**config.mk**
```make
export PLATFORM = sky130hd
export DESIGN_NAME = game_sequencer
export DESIGN_NICKNAME = d
export VERILOG_FILES = /design/src/rtl/game_sequencer.sv
export SDC_FILE = /design/constraint.sdc
export NUM_CORES = 1
export LEC_CHECK = 0
export CELL_PAD_IN_SITES_DETAIL_PLACEMENT = 0
export CELL_PAD_IN_SITES_GLOBAL_PLACEMENT = 2
export CORE_MARGIN = 4
export CORE_UTILIZATION = 38
export CTS_CLUSTER_DIAMETER = 30
export CTS_CLUSTER_SIZE = 30
export DETAILED_ROUTE_END_ITERATION = 12
export GPL_ROUTABILITY_DRIVEN = 0
export PLACE_DENSITY = 0.87
export SLEW_MARGIN = 40
export SYNTH_ARGS = -nofsm -noshare
export SYNTH_HDL_FRONTEND = slang
export SYNTH_SLANG_ARGS = --single-unit
export TNS_END_PERCENT = 100
```
**constraint.sdc**
```tcl
create_clock -name clk -period 5.1 [get_ports clk]
set_input_delay 0.765 -clock clk [delete_from_list [all_inputs] [get_ports clk]]
set_output_delay 0.765 -clock clk [all_outputs]
set_load 0.1 [all_outputs]
```
**src/rtl/game_sequencer.sv**
```systemverilog
// Game-phase controller: sequences attract/play/hit/clear/over phases and turns the
// per-frame tick into gated player/bullet update and invader march strobes.
module game_sequencer #(
  parameter int HIT_FRAMES   = 90,
  parameter int CLEAR_FRAMES = 120,
  parameter int BASE_PERIOD  = 32,
  parameter int PERIOD_STEP  = 4,
  parameter int MIN_PERIOD   = 4
) (
  input  logic       clk,
  input  logic       arst,
  input  logic       frame_tick,
  input  logic       shoot,
  input  logic       player_collision,
  input  logic       invaders_cleared,
  input  logic       invaders_landed,
  input  logic [1:0] lives,
  output logic [2:0] state,
  output logic       update_en,
  output logic       march_tick,
  output logic       game_rst,
  output logic       level_rst,
  output logic       score_en,
  output logic [2:0] level
);

  typedef enum logic [2:0] {
    ST_IDLE  = 3'd0,
    ST_PLAY  = 3'd1,
    ST_HIT   = 3'd2,
    ST_CLEAR = 3'd3,
    ST_OVER  = 3'd4
  } state_t;

  state_t     r_state;
  logic [2:0] r_level;
  logic [7:0] r_wait_cnt;
  logic [5:0] r_march_cnt;
  logic       r_update_en;
  logic       r_march_tick;
  logic       r_game_rst;
  logic       r_level_rst;
  logic       r_score_en;

  state_t     w_state_nxt;
  logic [2:0] w_level_nxt;
  logic [7:0] w_wait_nxt;
  logic [5:0] w_march_nxt;
  logic       w_update_en;
  logic       w_march_tick;
  logic       w_game_rst;
  logic       w_level_rst;
  logic [5:0] w_dec;
  logic [5:0] w_period;
  logic [5:0] w_march_inc;
  logic [7:0] w_wait_inc;

  assign w_dec       = 6'(r_level) * 6'(PERIOD_STEP);
  assign w_march_inc = r_march_cnt + 6'd1;
  assign w_wait_inc  = r_wait_cnt + 8'd1;

  // March period: clamp is decided before subtracting so the 6-bit value never wraps.
  always_comb begin
    w_period = 6'(MIN_PERIOD);
    if (w_dec >= 6'(BASE_PERIOD - MIN_PERIOD)) begin
      w_period = 6'(MIN_PERIOD);
    end else begin
      w_period = 6'(BASE_PERIOD) - w_dec;
    end
  end

  // Next-state and strobe decode.
  always_comb begin
    w_state_nxt  = r_state;
    w_level_nxt  = r_level;
    w_wait_nxt   = r_wait_cnt;
    w_march_nxt  = r_march_cnt;
    w_update_en  = 1'b0;
    w_march_tick = 1'b0;
    w_game_rst   = 1'b0;
    w_level_rst  = 1'b0;
    case (r_state)
      ST_IDLE, ST_OVER: begin
        if (shoot) begin
          w_game_rst  = 1'b1;
          w_level_nxt = 3'd0;
          w_march_nxt = 6'd0;
          w_state_nxt = ST_PLAY;
        end else begin
          w_state_nxt = r_state;
        end
      end
      ST_PLAY: begin
        // Any exit suppresses this cycle's strobes, even with a coincident frame tick.
        if (invaders_landed) begin
          w_state_nxt = ST_OVER;
        end else if (player_collision) begin
          w_state_nxt = ST_HIT;
          w_wait_nxt  = 8'd0;
        end else if (invaders_cleared) begin
          w_state_nxt = ST_CLEAR;
          w_wait_nxt  = 8'd0;
        end else if (frame_tick) begin
          w_update_en = 1'b1;
          if (w_march_inc >= w_period) begin
            w_march_tick = 1'b1;
            w_march_nxt  = 6'd0;
          end else begin
            w_march_nxt = w_march_inc;
          end
        end else begin
          w_state_nxt = ST_PLAY;
        end
      end
      ST_HIT: begin
        if (frame_tick && (w_wait_inc >= 8'(HIT_FRAMES))) begin
          w_wait_nxt = 8'd0;
          if (lives == 2'd0) begin
            w_state_nxt = ST_OVER;
          end else begin
            w_level_rst = 1'b1;
            w_march_nxt = 6'd0;
            w_state_nxt = ST_PLAY;
          end
        end else if (frame_tick) begin
          w_wait_nxt = w_wait_inc;
        end else begin
          w_state_nxt = ST_HIT;
        end
      end
      ST_CLEAR: begin
        if (frame_tick && (w_wait_inc >= 8'(CLEAR_FRAMES))) begin
          w_wait_nxt  = 8'd0;
          w_level_nxt = (r_level == 3'd7) ? 3'd7 : (r_level + 3'd1);
          w_level_rst = 1'b1;
          w_march_nxt = 6'd0;
          w_state_nxt = ST_PLAY;
        end else if (frame_tick) begin
          w_wait_nxt = w_wait_inc;
        end else begin
          w_state_nxt = ST_CLEAR;
        end
      end
      default: begin
        w_state_nxt = ST_IDLE;
      end
    endcase
  end

  // State, counters and registered outputs.
  always_ff @(posedge clk or negedge arst) begin
    if (!arst) begin
      r_state      <= ST_IDLE;
      r_level      <= 3'd0;
      r_wait_cnt   <= 8'd0;
      r_march_cnt  <= 6'd0;
      r_update_en  <= 1'b0;
      r_march_tick <= 1'b0;
      r_game_rst   <= 1'b0;
      r_level_rst  <= 1'b0;
      r_score_en   <= 1'b0;
    end else begin
      r_state      <= w_state_nxt;
      r_level      <= w_level_nxt;
      r_wait_cnt   <= w_wait_nxt;
      r_march_cnt  <= w_march_nxt;
      r_update_en  <= w_update_en;
      r_march_tick <= w_march_tick;
      r_game_rst   <= w_game_rst;
      r_level_rst  <= w_level_rst;
      r_score_en   <= (w_state_nxt == ST_PLAY);
    end
  end

  assign state      = r_state;
  assign level      = r_level;
  assign update_en  = r_update_en;
  assign march_tick = r_march_tick;
  assign game_rst   = r_game_rst;
  assign level_rst  = r_level_rst;
  assign score_en   = r_score_en;

endmodule
```
After elaboration in Yosys (flattened, before gate mapping)
Cells that the tools add are included.
Word-level totals
  bits in registers: 25
Cells by class
  add/subtract/negate cells: 4
  $lt $le $gt $ge: 4
  equal/unequal tests: 15
  mux-type cells: 50
  reduce and logical (&&, ||, !) cells: 11
Operators with widths (number)
  2-to-1 mux 6 bit: 10
  2-to-1 mux 8 bit: 6
  2-to-1 mux 3 bit: 13
  case mux 6 bit (4 select lines): 1
  case mux 8 bit (3 select lines): 1
  greater-or-equal comparator 8 x 7 -> 1 bit, second input constant: 2
  2-to-1 mux 1 bit: 16
  inequality test 2 bit, second input constant: 8
  case mux 3 bit (4 select lines): 1
  AND reduction 9 bit: 1
  adder 8 x 1 -> 8 bit, second input constant: 1
  adder 6 x 1 -> 6 bit, second input constant: 1
  == test 3 x 1 -> 1 bit, second input constant: 2
  == test 3 x 2 -> 1 bit, second input constant: 2
  == test 3 bit, second input constant: 2
  greater-or-equal comparator 6 bit: 1
  case mux 3 bit (2 select lines): 1
  AND reduction 3 bit: 2
  subtractor 6 x 5 -> 6 bit, first input constant: 1
  greater-or-equal comparator 5 bit, second input constant: 1
  nonzero test 4 bit: 1
  adder 3 x 1 -> 3 bit, second input constant: 1
  zero test 3 bit: 1
  inequality test 3 bit, second input constant: 1
  6 further kinds: 7

Logic depth before layout (Yosys ltp)
  depth in word-level cells: 9
  mapped depth: 11
  depth with buffers taken out: 11

Worst setup path before layout
Ideal clock, no wire load.
  path kind: reg-to-reg
  start point: register r_level[0] (netlist: level[0])
  end point: register r_march_cnt[3]
  data arrival time: 2.656 ns
  required time: 5.036 ns
  path slack: 2.381 ns
  cell stages (with the launch flop): 10
  path buffers: 0
  period minus slack after synthesis: 2.719 ns
  cell sequence: dfrtp_1 -> inv_1 -> ha_1 -> o21ai_0 -> ha_1 -> a21oi_1 -> o21ai_0 -> or3_1 -> nor2b_1 -> mux2_4
On the way
  word-level cells in the longest chain between the ends: 9
  elaborated cells on any way between the ends: 10
Ends and longest elaborated chain
  from (decl): line 36  | logic [2:0] r_level;
  from (signal assigned): line 164  | r_level <= w_level_nxt;
  subtractor 6 x 5 -> 6 bit or greater-or-equal comparator 5 bit (tied branches): line 68, 65
  2-to-1 mux 6 bit *: line 65  | if (w_dec >= 6'(BASE_PERIOD - MIN_PERIOD)) begin
  greater-or-equal comparator 6 bit *: line 105  | if (w_march_inc >= w_period) begin
  2-to-1 mux 6 bit *: line 105
  2-to-1 mux 6 bit *: line 103  | end else if (frame_tick) begin
  2-to-1 mux 6 bit *: line 100  | end else if (invaders_cleared) begin
  2-to-1 mux 6 bit *: line 97  | end else if (player_collision) begin
  2-to-1 mux 6 bit *: line 95  | if (invaders_landed) begin
  case mux 6 bit (4 select lines) *: line 82  | case (r_state)
  to (signal assigned): line 166  | r_march_cnt <= w_march_nxt;
  to (decl): line 38  | logic [5:0] r_march_cnt;
Every way passes the cells marked *; elsewhere a longest branch is shown, timed or not. The select of a mux whose other input is x is not followed.
A chain may end at the register's enable or synchronous reset.

Worst setup path in the final report
  start point: input frame_tick
  end point: register r_march_cnt[5]
On the way
  word-level cells in the longest chain between the ends: 3
  elaborated cells on any way between the ends: 6
Ends and longest elaborated chain
  from (decl): line 12  | input logic frame_tick,
  logical AND 1 bit (on tied branches): line 116, 132
  inequality test 2 bit (no line)
  AND reduction 9 bit (no line) *
Every way passes the cells marked *; elsewhere a longest branch is shown, timed or not.

==> summary.txt <==
STATUS
---------------------------------------------------------------------------------
Status                                                               complete, no violations

SETUP PATH
---------------------------------------------------------------------------------
Largest fanout of any net on the critical path                                 15
FF-to-FF path depth                                                             8
Startpoint of the most critical register-to-register path            r_wait_cnt[0]$_DFFE_PN0P_
Setup slack on the worst flop-to-flop path                                2.31 ns
Worst setup path category                                                  in2reg
Critical Path Start Type                                             primary input
Crit path capture                                                    r_march_cnt[5]$_DFFE_PN0P_
Origin of the worst setup path                                         frame_tick
Endpoint of the worst register-to-register path                      r_march_cnt[5]$_DFFE_PN0P_
Critical Path RT                                                          5.26 ns
Worst path arrival time                                                   3.34 ns
Crit path capture type                                                       flop

CLOCK NETWORK
---------------------------------------------------------------------------------
Clock latency of the later-clocked register in the worst-skew pair        0.27 ns
Level count of the clock H-tree                                                 1
Post_cts resized                                                                0
Buffers inserted during post-CTS setup optimization                             0
Clock slew seen by the registers of the worst setup and hold paths        0.09 ns
CTS buffer count                                                                3
Buffer cell driving the clock tree root                                  clkbuf_8
Clock sink count                                                               25
Count of hold buffers inserted by post-cts repair                               0
Buffers from clock root to sink, at most                                        2
Clock tree from TritonCTS                                                   built

DRT
---------------------------------------------------------------------------------
Total Wirelength                                                          3770 um
Routed metal-1 wire length                                                1830 um
Met3 wire len                                                              142 um
Via-per-instance ratio                                                       5.44
Iteration-0 DRC count of the detailed router                                   79
Uppermost signal routing layer after detailed routing                        met4
Detailed-routing iteration count for the pre-antenna-repair pass                4
Post-route DRC                                                                  0
ANT nets after route                                                            0
Average routed wire per standard cell                                     14.7 um
Routed via count                                                             1392
Met2 wire len                                                             1760 um

FINISH
---------------------------------------------------------------------------------
Final Net Count                                                               224
Number of inserted filler cells in the final layout                           433
Share of layout cells above drive strength 1                                0.181
Diodes inserted                                                                 0
Leading cell type in the layout, fill and taps excluded                   dfrtp_1
Post-route insts no fill                                                      256
Footprint of the flip-flops and latches                                 626 sq um
Combined area of the multi-input logic cells                         0.00103 sq mm
Most used cells in the layout excluding fill and tap cells           dfrtp_1, nand2_1, nor2_1
Area growth from synthesis to layout                                        10.8%
Final standard cell area without fillers                             0.00195 sq mm

TIMING
---------------------------------------------------------------------------------
Count of final max-slew check failures                                          0
Max frequency                                                           0.315 GHz
Post-route worst setup slack                                              1.92 ns
Worst slew margin relative to its limit                                     0.495
Clock tree skew after final layout                                     0.00731 ns
Share of the cycle needed by the critical path after routing                0.623
Minimum clock period                                                      3.18 ns
Sum of negative setup slack                                                  0 ns
Tightest Pin Transition                                                  0.757 ns
Hold violation count in the final report                                        0
Unrepaired setup endpoints after global routing                                no
Count of endpoints failing setup in the final report                            0

YOSYS
---------------------------------------------------------------------------------
#FFs+latches synth                                                             25
Number of synthesis warnings                                                    0
Count of cell types in the netlist                                             51
Cell area after synthesis                                            0.00176 sq mm
Net Count, Synth                                                              208
Post-Syn Instances                                                            189
Most used DFF post-synth                                                  dfrtp_1
Share of synthesized area occupied by flip-flops and latches                0.356
EDFF count, synth                                                               0
Async set-reset flop share out of synthesis                                  1.00
Synthesized area per cell                                              9.31 sq um

FLOORPLAN
---------------------------------------------------------------------------------
Std-Cell Core Area                                                   0.00441 sq mm
Starting Density                                                            0.399
Die outline width                                                         76.0 um
Die Outline Area                                                     0.00578 sq mm
FP Rows                                                                        24
IO Count                                                                       20
Die H                                                                     76.0 um

GLOBAL ROUTING
---------------------------------------------------------------------------------
Vias in the first global route                                               1369
Antenna violations before repair                                                0
Global-route wire length before repair                                    6630 um
Total track usage                                                           0.134
Maximum number of pins on one net before global-route repair                   26
Total overflow reported by the global router                                    0

POWER AND IR DROP
---------------------------------------------------------------------------------
Peak supply drop                                                       0.000339 V
Overall Power                                                            0.789 mW
Leak                                                                     0.835 nW
Power density normalized to cell area                                 405 mW/mm^2

PLACED DESIGN
---------------------------------------------------------------------------------
Placed cell areas                                                    0.00190 sq mm
Number of port buffers                                                         19
DP Worst Slack                                                            1.67 ns
Post-DP HPWL                                                              2890 um
Number of placed instances with taps included                                 252

RUN
---------------------------------------------------------------------------------
Count of maximum capacitance violations                                         0

HOLD PATH
---------------------------------------------------------------------------------
Kind of path behind the tightest hold check                               reg2reg

area by class of cell:
| type | instances | area share |
|---|---|---|
| inverter | 11 | 0.0212 |
| clock buffer | 3 | 0.0212 |
| clock inverter | 1 | 0.00385 |
| timing repair buffer | 20 | 0.0732 |
| sequential | 25 | 0.321 |
| tap | 52 | 0.0334 |
| multi-input combinational | 144 | 0.526 |
through the flow:
step,hold WS [ns],utilization
final,0.554,0.442
after global routing,0.576,0.442
after CTS,0.561,0.442
after detailed placement,0.547,0.431
after global placement,0.524,0.443
after floorplan,0.469,-
per-layer routing:
| layer | track usage | vias to the layer above |
|---|---|---|
| met3 | 0.0189 | 5 |
| li1 | - | 692 |
| met4 | 0.0320 | 0 |
| met5 | 0 | - |
| met1 | 0.193 | 657 |
| met2 | 0.211 | 38 |
worst min-delay path by stage:
stage,start,to,cells past startpoint
after floorplan,arst,game_rst$_DFF_PN0_,0
after global placement,r_march_cnt[5]$_DFFE_PN0P_,r_march_cnt[5]$_DFFE_PN0P_,1
after detailed placement,r_march_cnt[0]$_DFFE_PN0P_,r_march_cnt[0]$_DFFE_PN0P_,1
after CTS,r_march_cnt[0]$_DFFE_PN0P_,r_march_cnt[0]$_DFFE_PN0P_,1
after global routing,r_march_cnt[0]$_DFFE_PN0P_,r_march_cnt[0]$_DFFE_PN0P_,1
final,r_march_cnt[0]$_DFFE_PN0P_,r_march_cnt[0]$_DFFE_PN0P_,1
report_power, final:
| group | internal (mW) | switching [mW] |
|---|---|---|
| clock | 0.0553 | 0.0631 |
| combinational | 0.107 | 0.280 |
| sequential | 0.230 | 0.0539 |
flip-flops by register name (all words and copies together), names as in the netlist:
signal       cells
r_wait_cnt       8
r_march_cnt      6
level            3
state            3
game_rst         1
level_rst        1
march_tick       1
score_en         1
update_en        1
cells in the mapped netlist, types with 2 or more instances:
| library cell | instances | area share |
|---|---|---|
| nor2b_1 | 5 | 0.018 |
| inv_1 | 11 | 0.023 |
| nor3b_1 | 2 | 0.0085 |
| nor2_1 | 15 | 0.032 |
| nand4_1 | 3 | 0.011 |
| o21ai_0 | 5 | 0.014 |
| nand2_1 | 19 | 0.041 |
| xor2_1 | 2 | 0.010 |
| a21oi_1 | 12 | 0.034 |
| ha_1 | 10 | 0.071 |
| mux2i_1 | 2 | 0.011 |
| mux2_4 | 3 | 0.026 |
| a31oi_1 | 4 | 0.014 |
| buf_4 | 4 | 0.017 |
| buf_6 | 2 | 0.013 |
| xnor2_1 | 8 | 0.040 |
| o21ai_2 | 2 | 0.010 |
| a22o_1 | 2 | 0.010 |
| nand3_1 | 10 | 0.028 |
| o21ai_1 | 5 | 0.014 |
| nand2b_1 | 3 | 0.011 |
| or2_2 | 3 | 0.011 |
| and2_1 | 2 | 0.0071 |
| buf_2 | 2 | 0.0057 |
| o22ai_1 | 2 | 0.0071 |
| o32ai_4 | 2 | 0.031 |
| dfrtp_1 | 25 | 0.36 |
logic make-up (layout without fill, tap and decap cells):
logic type               after synthesis  after routing  synth area share
AO/OA/AOI/OAI                         47             47             0.213
flip-flops                            25             25             0.356
AND/OR/NAND/NOR                       72             72             0.212
adder cells (fa/ha/maj)               10             10            0.0711
multiplexers                           5              5            0.0370
XOR/XNOR                              10             10            0.0498
buffers and inverters                 20             35            0.0612
critical path: stages:
cell and delay (ns):
clkdlybuf4s50_1 0.78, inv_1 0.18, o32ai_2 0.32, a31oi_2 0.10
o32ai_4 0.38, o32ai_4 0.27, nor2_4 0.22, mux2_4 0.31
No activity file was read; power rests on OpenSTA's default activity.
==> variant 1: new RTL, same settings <==
Reset style: synchronous (`arst`), changed in one clocked block.
--- a/src/rtl/game_sequencer.sv
+++ b/src/rtl/game_sequencer.sv
@@ -148,7 +148,7 @@
   end
 
   // State, counters and registered outputs.
-  always_ff @(posedge clk or negedge arst) begin
+  always_ff @(posedge clk) begin
     if (!arst) begin
       r_state      <= ST_IDLE;
       r_level      <= 3'd0;
Formal check against the unedited RTL: differs if arst is asserted again (counterexample within 4 cycles, from zero or initial values and one cycle with arst low); with arst held inactive, the same outputs for 10 cycles.
==> variant 1 against the original RTL <==
- wire length up 7.3%
- synthesized area down 3.3%
- global-route usage up 2.1 points
- first-iteration DRC count up 59%
- setup slack better by 0.32 ns
- worst hold slack worse by 0.036 ns
- cell count up 7.0%
- sequential cell count unchanged
- final area down 3.2%
- via count up 8.7%
- critical endpoint is now r_wait_cnt[5]
Power is not compared: it rests on default switching activity, and its combinational part moved more than twofold at a synthesized area within 25%.
==> variant 1: results (changes against the original RTL) <==
Run status
  – Status: completed (unchanged)

Synth
  – Commonest cells in the netlist: 25 x dfxtp_1, 24 x nand2_1, 18 x a21oi_1, 12 x nand3_1, 12 x nor2_1 (was 25 x dfrtp_1, 19 x nand2_1, 15 x nor2_1, 12 x a21oi_1, 11 x inv_1)
  – Post-synth ARST share: 0% (was 100%)
  – Largest cells by area after synthesis: dfxtp_1 29%, ha_1 7.4%, a21oi_1 5.3%, nand2_1 5.3%, nand3_1 3.5% (was dfrtp_1 36%, ha_1 7.1%, nand2_1 4.1%, xnor2_1 4.0%, a21oi_1 3.4%)
  – Top_reg_cell synth: dfxtp_1 (was dfrtp_1)
  – Synth cell types: 56 (was 51)
  – Syn Nets: 227 (was 208)
  – Sequential fraction of the synthesis area: 29.4% (was 35.6%)

Global routing
  – Global-route met2 utilization: 22.3% (was 21.1%)
  – Vias in the first global route: 1391 (was 1369)
  – GR Layer Usage met1: 23.8% (was 19.3%)
  – GRT Util Overall: 15.5% (was 13.4%)
  – First-pass GRT wire length: 6.82 mm (was 6.63 mm)
  – Largest net degree at the start of global routing: 19 (was 26)
  – Grt met3 use: 2.94% (was 1.89%)

Power and ir drop
  – P_int: around 0.28 mW
  – Worst VDD drop: 0.177 mV

Route
  – Via count: 1513 (was 1392)
  – DR WL/cell: 14.7 µm (about the same)
  – Drt first-iter violations: 126 (was 79)

Place
  – Post-DP HPWL: 3.09 mm (was 2.89 mm)
  – Cell Area, Placed: 1840 µm² (was 1900 µm²)

Worst hold path
  – Hold EP: r_march_cnt[4] (was r_march_cnt[0])
  – Worst Hold Depth: 2 (was 1)
  – Hold Path Origin: r_march_cnt[4] (was r_march_cnt[0])

Worst setup path
  – Critical path peak fanout: 8 (was 15)
  – Cell family with most CP delay: simple AND/OR/NAND/NOR gates (was compound AO/OA/AOI/OAI gates)
  – Worst Setup EP: r_wait_cnt[5] (was r_march_cnt[5])
  – Slowest CP cell: or4_4 (was clkdlybuf4s50_1)
  – Max incr delay on CP: 0.56 ns (was 0.78 ns)
  – R2R Setup Slk: 2.24 ns (was 2.31 ns)
  – Crit path launch: r_wait_cnt[0] (was frame_tick)
  – CP arrival: 3.05 ns (was 3.34 ns)

Timing
  – Post-Route Skew: 0.00661 ns (was 0.00731 ns)
  – Hold WS: 0.518 ns (was 0.554 ns)
  – Slew margin rel.: 53.8% (was 49.5%)

CTS
  – Clk_lat worst skew: 0.27 ns (about the same)
  – Clk root buf: clkbuf_8 (unchanged)
  – Total CTS buffers: 3 (unchanged)
  – Post-CTS Repair Setup Buffers: 0 (unchanged)

Layout
  – Layout cells sized above 1: 15.3% (was 18.1%)
  – Nets: 242 (was 224)
## variant 1: cell count changes after synthesis, moves of 5 or more
cell	delta
o21ai_1	-5
a21oi_1	+6
dfxtp_1	+25
xnor2_1	-7
nand2b_1	+5
o21ai_0	+5
dfrtp_1	-25
nand2_1	+5
## variant 1: area by class of cell
class / count / area, µm²
fillers: 440 / 2470
multi-input cells: 166 / 1110
flip-flops and latches: 25 / 500
repair buffers: 19 / 135
well taps: 52 / 65.1
clock buffers: 4 / 45.0
inverters: 8 / 30.0
## variant 1: stage by stage
step | power [mW] | worst slack (ns) | cells
after detailed placement | 0.294 | 2.10 | 270
after floorplan | 0.274 | 2.12 | 208
after global placement | 0.297 | 2.27 | 270
after global routing | 0.428 | 2.01 | 274
after CTS | 0.414 | 2.22 | 274
final | 0.408 | 2.24 | 274
## variant 1: cells by family after synthesis
group                      count (synthesis)  share of synthesized area (%)
buffers and inverters                     17                           5.29
muxes                                      1                          0.662
and+or+nand+nor                           90                           27.9
adders and majority gates                 10                           7.35
xor gates and xnor gates                   3                           1.54
AOI/OAI and AO/OA                         62                           27.8
DFF                                       25                           29.4
## variant 1: power groups by stage
stage	sequential, mW	combinational (mW)	clock, mW
after floorplan	0.233	0.0409	0
after global placement	0.211	0.0854	0
after detailed placement	0.211	0.0829	0
after CTS	0.207	0.0833	0.124
after global routing	0.208	0.0901	0.130
final	0.207	0.0828	0.118
## variant 1: tightest hold or removal path, delay by kind of cell (launching register included)
kind | cells | cell delay, ns
and+or+nand+nor | 1 | 0.07
AOI/OAI and AO/OA | 1 | 0.07
DFF | 1 | 0.34
## variant 1: layer usage
metal  wire [µm]  vias up
met2        1750       32
met4          18        0
met1        2070      696
li1            -      783
met3         205        2
met5           0        -
==> variant 2: new RTL, config.mk and constraints unchanged <==
Made on the original files. `CLEAR_FRAMES`: 120 -> 64.
--- a/src/rtl/game_sequencer.sv
+++ b/src/rtl/game_sequencer.sv
@@ -2,7 +2,7 @@
 // per-frame tick into gated player/bullet update and invader march strobes.
 module game_sequencer #(
   parameter int HIT_FRAMES   = 90,
-  parameter int CLEAR_FRAMES = 120,
+  parameter int CLEAR_FRAMES = 64,
   parameter int BASE_PERIOD  = 32,
   parameter int PERIOD_STEP  = 4,
   parameter int MIN_PERIOD   = 4
Behaviour: no difference found for any inputs over 10 cycles, from zero or initial values and one cycle with arst low; that may be too few to reach the edited logic, so the function may still have changed.
==> variant 2 against the original RTL <==
- via count rose by 3.4%
- sequential share of layout area rose by 0.65 points
- synthesized area fell by 3.8%
- final area fell by 2.0%
- synthesized cell count fell by 4.2%
- critical path depth fell by 1
- register-to-register slack improved by 0.19 ns
- power rose by 35%
- worst hold slack got worse by 0.072 ns
- wire length rose by 6.5%
- sequential cell count did not move
- setup slack improved by 0.17 ns
==> variant 2: results (changes against the original RTL) <==
Route
  – First-pass DRT Iterations: 4 (unchanged)
  – Drt first-iter violations: 91 (was 79)
  – Vias/cell: 5.71 (was 5.44)
  – DR WL/cell: 15.9 µm (was 14.7 µm)

Worst setup path
  – R2R Setup Slk: 2.50 ns (was 2.31 ns)
  – Slowest CP cell: clkdlybuf4s50_1 (unchanged)
  – Max incr delay on CP: 0.69 ns (was 0.78 ns)
  – Reg-to-Reg Start: r_march_cnt[0] (was r_wait_cnt[0])
  – Cell family with most CP delay: compound AO/OA/AOI/OAI gates (unchanged)
  – FF-to-FF End: r_march_cnt[5] (unchanged)
  – Critical path peak fanout: 14 (was 15)
  – Worst-case reg-to-reg path depth: 10 (was 8)

CTS
  – Total CTS buffers: 3 (unchanged)
  – H-tree depth: 1 (unchanged)
  – Post-CTS Repair Setup Buffers: 0 (unchanged)
  – CTS resizes: 0 (unchanged)
  – Worst-path clk slew: 0.10 ns
  – Clk root buf: clkbuf_8 (unchanged)
  – Clk_lat worst skew: 0.27 ns (about the same)
  – Clock buffer depth: 2 (unchanged)

Timing
  – Post-Route Skew: 0.00729 ns (was 0.00731 ns)
  – Setup_tns: 0 ns (unchanged)
  – Slew at the pin closest to its max-slew limit: 0.581 ns (was 0.757 ns)

Synth
  – Sequential fraction of the synthesis area: 37.0% (was 35.6%)
  – Largest cells by area after synthesis: dfrtp_1 37%, ha_1 7.4%, mux2_4 4.4%, nand3_1 4.1%, nand2_1 3.3% (was dfrtp_1 36%, ha_1 7.1%, nand2_1 4.1%, xnor2_1 4.0%, a21oi_1 3.4%)
  – Post-synth ARST share: 100% (unchanged)
  – Yosys warnings: 0 (unchanged)
  – Commonest cells in the netlist: 25 x dfrtp_1, 15 x nand2_1, 14 x nand3_1, 13 x inv_1, 11 x o21ai_0 (was 25 x dfrtp_1, 19 x nand2_1, 15 x nor2_1, 12 x a21oi_1, 11 x inv_1)
  – Syn Nets: 200 (was 208)
  – Synth cell types: 50 (was 51)
  – Top_reg_cell synth: dfrtp_1 (unchanged)

Worst hold path
  – Hold/Removal Path Class: in2async (was reg2reg)

Global routing
  – Initial antenna violation count: 0 (unchanged)
  – GRT Util Overall: 15.8% (was 13.4%)
  – First-pass GRT wire length: 6.97 mm (was 6.63 mm)
  – Vias in the first global route: 1451 (was 1369)

Layout
  – Nets: 220 (was 224)
  – Layout fillers: 429 (was 433)
  – Regs by FF count: r_wait_cnt: 8 flops, r_march_cnt: 6 flops (unchanged)
  – Ant. Diodes: 0 (unchanged)
  – Layout cells sized above 1: 15.0% (was 18.1%)

Place
  – Port bufs: 19 (unchanged)
  – Post-DP HPWL: 3.01 mm (was 2.89 mm)

Power and ir drop
  – Worst VDD drop: 0.206 mV (was 0.339 mV)
  – Leakage power: 0.850 nW (was 0.835 nW)

Run status
  – Status: completed (unchanged)
variant 2: cell types whose count changed after synthesis, sizes merged, moves of 5 or more:
cell	unedited run	this run
o211ai	0	6
xnor2	8	3
nor2	17	11
buf	8	2
variant 2: cell families (layout without fill, tap and decap cells):
group,Yosys count,count (layout),synth area share [%]
compound gates,53,53,23.7
fa+ha+maj,10,10,7.39
buf+inv,17,36,4.29
mux,5,5,4.43
xor+xnor,4,4,2.07
simple gates,67,67,21.1
flops,25,25,37.0
variant 2: metrics by stage:
| stage | hold WS [ns] | cells | setup slack [ns] | cell area, µm² |
|---|---|---|---|---|
| 6_report | 0.482 | 252 | 2.09 | 1910 |
| 5_1_grt | 0.518 | 252 | 1.92 | 1910 |
| 4_1_cts | 0.506 | 252 | 2.12 | 1910 |
| 3_5_place_dp | 0.526 | 248 | 1.84 | 1860 |
| 3_3_place_gp | 0.527 | 248 | 1.91 | 1920 |
| 2_1_floorplan | 0.469 | 181 | 2.19 | 1690 |
variant 2: worst max-delay path by stage:
stage | start | to | slack, ns | cells past startpoint
floorplan | level[0] | r_march_cnt[3] | 2.19 | 10
global placement | frame_tick | r_march_cnt[3] | 1.91 | 7
detailed placement | frame_tick | r_march_cnt[3] | 1.84 | 7
CTS | frame_tick | r_march_cnt[3] | 2.12 | 7
global route | frame_tick | r_march_cnt[3] | 1.92 | 7
finish | frame_tick | r_march_cnt[3] | 2.09 | 7
variant 2: report_power, final:
| group | switching, mW | internal [mW] |
|---|---|---|
| Clock | 0.0660 | 0.0546 |
| Combinational | 0.411 | 0.193 |
| Sequential | 0.0914 | 0.250 |
variant 2: final cells by class:
cell class,instances,share of cell area (%)
Inverter,13,2.55
Sequential cell,25,32.7
Multi-Input combinational cell,139,52.1
Tap cell,52,3.41
Clock inverter,1,0.262
Clock buffer,3,2.16
Timing Repair Buffer,19,6.81
variant 2: metal layers:
metal  GRT usage, %  part of all wire [%]  vias to the layer above
li1               -                     -                      699
met1           22.2                    47                      691
met2           25.6                    46                       45
met3           1.74                   5.4                        4
met4           5.14                  0.87                        0
met5              0                     0                        -
